[src/rtl/rfid_pkg.sv]
// Shared types and constants for the PICC transmit path.
package rfid_pkg;

    localparam int unsigned MAX_FRAME_BYTES = 5;
    localparam int unsigned FRAME_W         = 40;
    localparam int unsigned NB_W            = 3;

    typedef enum logic [2:0] {
        StIdle,
        StLaunch,
        StWaitBusy,
        StWaitDone,
        StGuard
    } sched_state_e;

    function automatic logic len_ok(input logic [NB_W-1:0] n);
        return (n != '0) && (n <= NB_W'(MAX_FRAME_BYTES));
    endfunction

endpackage

[src/rtl/rr_arbiter.sv]
// Round-robin picker: scans from the slot after i_last, wrapping, first request wins.
module rr_arbiter #(
    parameter int unsigned NUM_REQ = 3
) (
    input  logic [NUM_REQ-1:0] i_req,
    input  logic [1:0]         i_last,
    output logic [NUM_REQ-1:0] o_grant,
    output logic [1:0]         o_idx,
    output logic               o_valid
);

    logic [1:0] w_cand;
    logic       w_found;

    always_comb begin
        o_grant = '0;
        o_idx   = '0;
        w_cand  = '0;
        w_found = 1'b0;
        for (int unsigned k = 1; k <= NUM_REQ; k++) begin
            w_cand = 2'((32'(i_last) + k) % NUM_REQ);
            if (!w_found && i_req[w_cand]) begin
                w_found         = 1'b1;
                o_idx           = w_cand;
                o_grant[w_cand] = 1'b1;
            end
        end
        o_valid = w_found;
    end

endmodule

[src/rtl/picc_tx_scheduler.sv]
// Arbitrates frame requesters onto the PICC encoder and enforces the inter-frame guard time.
module picc_tx_scheduler
    import rfid_pkg::*;
#(
    parameter int unsigned NUM_REQ      = 3,
    parameter int unsigned GUARD_CYCLES = 1152,
    parameter int unsigned ACK_TIMEOUT  = 4096
) (
    input  logic                       aclk,
    input  logic                       aresetn,
    input  logic                       enable_in,
    input  logic [NUM_REQ-1:0]         req_valid_in,
    input  logic [NUM_REQ*FRAME_W-1:0] req_data_in,
    input  logic [NUM_REQ*NB_W-1:0]    req_num_bytes_in,
    output logic [NUM_REQ-1:0]         req_ack_out,
    output logic [NUM_REQ-1:0]         req_reject_out,
    output logic [FRAME_W-1:0]         tx_data_out,
    output logic [NB_W-1:0]            tx_num_bytes_out,
    output logic                       tx_trigger_out,
    input  logic                       tx_busy_in,
    input  logic                       tx_done_in,
    output logic [1:0]                 grant_id_out,
    output logic                       sched_busy_out,
    output logic                       timeout_out,
    output logic [15:0]                frame_cnt_out
);

    localparam int unsigned CNT_MAX    = (ACK_TIMEOUT > GUARD_CYCLES) ? ACK_TIMEOUT : GUARD_CYCLES;
    localparam int unsigned CNT_W      = $clog2(CNT_MAX + 1);
    localparam logic [CNT_W-1:0] TO_LAST    = CNT_W'(ACK_TIMEOUT - 1);
    localparam logic [CNT_W-1:0] GUARD_LAST = CNT_W'(GUARD_CYCLES - 1);

    sched_state_e r_state, w_state_d;

    logic [CNT_W-1:0]   r_cnt, w_cnt_d;
    logic [1:0]         r_last, w_last_d;
    logic [1:0]         r_gid, w_gid_d;
    logic [FRAME_W-1:0] r_data, w_data_d;
    logic [NB_W-1:0]    r_nb, w_nb_d;
    logic [15:0]        r_frame_cnt, w_frame_cnt_d;
    logic [NUM_REQ-1:0] r_ack, w_ack;
    logic [NUM_REQ-1:0] r_reject, w_reject;
    logic               r_trigger, w_trigger;
    logic               r_timeout, w_timeout;

    logic [NUM_REQ-1:0] w_arb_grant;
    logic [1:0]         w_arb_idx;
    logic               w_arb_valid;
    logic [FRAME_W-1:0] w_sel_data;
    logic [NB_W-1:0]    w_sel_nb;

    rr_arbiter #(
        .NUM_REQ (NUM_REQ)
    ) u_rr_arbiter (
        .i_req   (req_valid_in),
        .i_last  (r_last),
        .o_grant (w_arb_grant),
        .o_idx   (w_arb_idx),
        .o_valid (w_arb_valid)
    );

    assign w_sel_data = req_data_in[FRAME_W*w_arb_idx +: FRAME_W];
    assign w_sel_nb   = req_num_bytes_in[NB_W*w_arb_idx +: NB_W];

    always_comb begin
        w_state_d     = r_state;
        w_cnt_d       = r_cnt;
        w_last_d      = r_last;
        w_gid_d       = r_gid;
        w_data_d      = r_data;
        w_nb_d        = r_nb;
        w_frame_cnt_d = r_frame_cnt;
        w_ack         = '0;
        w_reject      = '0;
        w_trigger     = 1'b0;
        w_timeout     = 1'b0;
        unique case (r_state)
            StIdle: begin
                if (enable_in && w_arb_valid) begin
                    w_last_d = w_arb_idx;
                    if (len_ok(w_sel_nb)) begin
                        w_ack     = w_arb_grant;
                        w_data_d  = w_sel_data;
                        w_nb_d    = w_sel_nb;
                        w_gid_d   = w_arb_idx;
                        w_state_d = StLaunch;
                    end else begin
                        w_reject = w_arb_grant;
                    end
                end
            end
            StLaunch: begin
                // Registered, so the encoder sees the trigger one cycle after the ack.
                w_trigger = 1'b1;
                w_cnt_d   = '0;
                w_state_d = StWaitBusy;
            end
            StWaitBusy: begin
                if (tx_done_in) begin
                    w_frame_cnt_d = r_frame_cnt + 16'd1;
                    w_cnt_d       = '0;
                    w_state_d     = StGuard;
                end else if (tx_busy_in) begin
                    w_state_d = StWaitDone;
                end else if (r_cnt == TO_LAST) begin
                    w_timeout = 1'b1;
                    w_cnt_d   = '0;
                    w_state_d = StGuard;
                end else begin
                    w_cnt_d = r_cnt + 1'b1;
                end
            end
            StWaitDone: begin
                if (tx_done_in || !tx_busy_in) begin
                    w_frame_cnt_d = r_frame_cnt + 16'd1;
                    w_cnt_d       = '0;
                    w_state_d     = StGuard;
                end
            end
            StGuard: begin
                if (r_cnt == GUARD_LAST) begin
                    w_cnt_d   = '0;
                    w_state_d = StIdle;
                end else begin
                    w_cnt_d = r_cnt + 1'b1;
                end
            end
            default: w_state_d = StIdle;
        endcase
    end

    always_ff @(posedge aclk or negedge aresetn) begin
        if (!aresetn) begin
            r_state     <= StIdle;
            r_cnt       <= '0;
            r_last      <= 2'(NUM_REQ - 1);
            r_gid       <= '0;
            r_data      <= '0;
            r_nb        <= '0;
            r_frame_cnt <= '0;
            r_ack       <= '0;
            r_reject    <= '0;
            r_trigger   <= 1'b0;
            r_timeout   <= 1'b0;
        end else begin
            r_state     <= w_state_d;
            r_cnt       <= w_cnt_d;
            r_last      <= w_last_d;
            r_gid       <= w_gid_d;
            r_data      <= w_data_d;
            r_nb        <= w_nb_d;
            r_frame_cnt <= w_frame_cnt_d;
            r_ack       <= w_ack;
            r_reject    <= w_reject;
            r_trigger   <= w_trigger;
            r_timeout   <= w_timeout;
        end
    end

    assign req_ack_out      = r_ack;
    assign req_reject_out   = r_reject;
    assign tx_data_out      = r_data;
    assign tx_num_bytes_out = r_nb;
    assign tx_trigger_out   = r_trigger;
    assign grant_id_out     = r_gid;
    assign sched_busy_out   = (r_state != StIdle);
    assign timeout_out      = r_timeout;
    assign frame_cnt_out    = r_frame_cnt;

endmodule

[config.mk]
export PLATFORM = sky130hd
export DESIGN_NAME = picc_tx_scheduler
export DESIGN_NICKNAME = d
export VERILOG_FILES = /design/src/rtl/rfid_pkg.sv /design/src/rtl/rr_arbiter.sv /design/src/rtl/picc_tx_scheduler.sv
export SDC_FILE = /design/constraint.sdc
export NUM_CORES = 1
export LEC_CHECK = 0
export ABC_CLOCK_PERIOD_IN_PS = 9100
export BUFFER_PORTS_ARGS = -buffer_cell sky130_fd_sc_hd__buf_2
export CORE_MARGIN = 2
export CORE_UTILIZATION = 40
export DETAILED_ROUTE_END_ITERATION = 7
export PLACE_DENSITY = 0.73
export SLEW_MARGIN = 20
export SYNTH_ARGS = -nofsm -noshare
export SYNTH_HDL_FRONTEND = slang
export SYNTH_HIERARCHICAL = 1
export SYNTH_SLANG_ARGS = --single-unit
[constraint.sdc]
create_clock -name aclk -period 9.1 [get_ports aclk]
set_input_delay 1.82 -clock aclk [delete_from_list [all_inputs] [get_ports aclk]]
set_output_delay 1.82 -clock aclk [all_outputs]
set_load 0.01 [all_outputs]
==> flow_summary.ini <==
[worst_hold_path]
worstHoldPathCells = 1
startpoint_of_the_worst_hold_path = frame_cnt_out[15]
holdPathEnd = frame_cnt_out[15]
class_of_the_worst_hold_path = reg2reg

[clocking]
clock_insertion_delay_at_the_later_pin_of_the_skew_report_ns = 0.33
clkSinkCount = 87
cts_tree = yes
clk_transition_reported_paths_ns = 0.06
cts.repair_timing.setup_buffer_count = 0
cts-htree-levels = 3
clockBufferDepth = 2
clock-root-buffer = clkbuf_16
cts_hold_repair.buffers = 0
postCtsResizedCells = 0
tritoncts.num_buffers = 9

[synth]
synth.largest_area_cell = dfrtp_1
postSynth.topFlopCell = dfrtp_1
sequential_fraction_of_the_synthesis_area = 0.4393
syn-instance-count = 474
netlist.area_leader.share = 0.4340
synthesis.area_per_instance_um2 = 10.46
ys_warn_count = 6
synth_cell_count_leaders = dfrtp_1, nand2_1, o21ai_0
post-synth-top-count-cell = dfrtp_1
synth_cell_types = 58
post_synth_instance_area_um2 = 4959
ys_async_sr_fraction = 1.000
number_of_synthesized_flops_with_an_enable_pin = 0
syn-num-nets = 617
ys_seq_elements = 87
yosys-top-cells-area = dfrtp_1, mux2i_1, mux2_2

[grt]
grt_max_degree = 88
grt_overflow_total = 0
antenna_found_initial = 0
globalRouteTotalUtil = 0.1886
first_global_vias = 4146
grt_pass1_wl_um = 19830

[timing]
unrepaired_setup_endpoints_after_global_routing = false
final_max_slew_viol_count = 0
finalCriticalPeriod_ns = 5.335
timing_worst_slew_pin_value_ns = 1.002
maxClockFrequency_ghz = 0.1875
final_hold_viol_count = 0
setup_viol = 0
finalWorstSetupSlack_ns = 3.765
fin_setup_tns_ns = 0
normalized_max_slew_margin = 0.3303
timing.final.crit_share = 0.5862
setup_clock_skew_after_layout_ns = 0.007476

[die]
floorplan.die.width_um = 115.3
die_h_um = 115.3
initial_utilization = 0.4111
floorplan.rows = 40
placeableCoreArea_um2 = 12060
ios = 207
total_die_area_um2 = 13300

[setup_path]
critPathLaunch = req_valid_in[1]
timing.reg2reg.setup_slack_ns = 4.37
capturing_point_of_the_worst_reg2reg_path = tx_data_out[13]
rr_startpoint = r_last[0]
timing.critical_path.arrival_ns = 5.55
worstSetupStartpointType = input pin
timing.reg2reg.worst_path_depth = 13
crit_fanout = 48
setup.worst_path.class = in2reg
timing.critical_path.to_type = flip-flop
worst_endpoint_required_time_ns = 9.31

[routing]
vias_per_cell = 5.014
detail_route.drc_violations = 0
postRouteWirelength_um = 12850
dr.pass1.iters = 4
drt.antenna.violating_nets = 0
detailedRoute.firstIterationViolations = 220
routed-via-count = 4227
post_drt_wl_per_cell_um = 15.24

[layout]
area_growth_syn_to_layout_pct = 30.08
postLayoutCellArea_um2 = 6450
drive_above_1_share = 0.4267
insertedDiodeCount = 0
final_stage_net_count = 813

[placed_design]
detailed_place_hpwl_um = 9458
port_buffers = 206
gpl.final_weighted_congestion = 0.8513
dp_worst_setup_slack_ns = 3.336
place_area_um2 = 6112

[run_status]
outcome = completed

[power_and_ir_drop]
power_leakage_nw = 3.437
ir_drop_mv = 0.09927
pwr_density_cell_nw_per_um2 = 135.4

[run]
cap_violations = 0
-- metrics by stage --
stage	hold slack (ns)	cells	power (mW)	util
2_1_floorplan	0.4577	474	0.4303	-
3_3_place_gp	0.4575	827	0.4746	0.5067
3_5_place_dp	0.4627	827	0.4773	0.5067
4_1_cts	0.4787	843	0.8880	0.5344
5_1_grt	0.5195	843	0.9120	0.5348
6_report	0.4763	843	0.8736	0.5348
-- flip-flops by register name, summed over array words and instances (netlist names) --
| signal | count |
|---|---|
| tx_num_bytes_out | 3 |
| req_reject_out | 3 |
| r_cnt | 13 |
| r_last | 2 |
| tx_trigger_out | 1 |
| r_state | 3 |
| tx_data_out | 40 |
| grant_id_out | 2 |
| frame_cnt_out | 16 |
| timeout_out | 1 |
| req_ack_out | 3 |
-- power by group --
| group | leakage [nW] | internal (mW) | switching (mW) |
|---|---|---|---|
| combinational | 2.09 | 0.0395 | 0.0427 |
| sequential | 1.18 | 0.387 | 0 |
| clock | 0.163 | 0.257 | 0.148 |
-- placed cells by master (no fill, tap or decap), types with 7 or more instances in the layout --
cell type,n
mux2i_1,47
mux2_4,15
dfrtp_1,86
clkbuf_16,9
inv_1,15
o21ai_0,51
nand2_1,61
nor2_1,18
mux2_2,31
nand3_1,8
a22o_1,7
buf_2,205
xnor2_1,10
xor2_1,8
and2_1,8
-- critical path: stages --
cell,delay [ns]
buf_2,0.15
mux2i_1,0.10
o21ai_2,0.41
nand2_1,0.17
o31ai_4,0.08
buf_4,0.42
nor2b_4,0.89
o2bb2ai_2,0.20
nor3_2,0.10
nor3_4,0.17
buf_4,0.58
mux2_2,0.41
-- kinds of logic after synthesis --
logic type	after synthesis	synth area share
simple gates	136	0.1342
compound gates	94	0.1257
mux	94	0.2130
flops	87	0.4393
buf+inv	39	0.04087
xor+xnor	18	0.03179
fa+ha+maj	6	0.01514
-- final cells by class --
class / count / area, µm²
fill: 1094 / 5612
multi-input combinational: 348 / 2611
sequential: 87 / 2178
timing repair buffer: 209 / 1060
clock buffer: 12 / 256.5
tap: 168 / 210.2
clock inverter: 4 / 77.57
inverter: 15 / 56.30
-- routing by layer --
metal | vias to the layer above | track usage | routed length [µm]
met4 | 0 | 0.06747 | 270
met1 | 1984 | 0.2247 | 5300
met2 | 156 | 0.3248 | 6323
met3 | 23 | 0.05430 | 952
li1 | 2064 | - | -
met5 | - | 0 | 0
-- how the worst max path moves through the flow --
stage | end | slack [ns]
3_5_place_dp | tx_data_out[13] | 3.34
2_1_floorplan | grant_id_out[1] | 5.15
6_report | tx_data_out[13] | 3.77
5_1_grt | tx_data_out[13] | 3.41
4_1_cts | tx_data_out[13] | 3.69
3_3_place_gp | tx_data_out[9] | 3.57
Note: power is estimated with default switching activity, not from simulation.
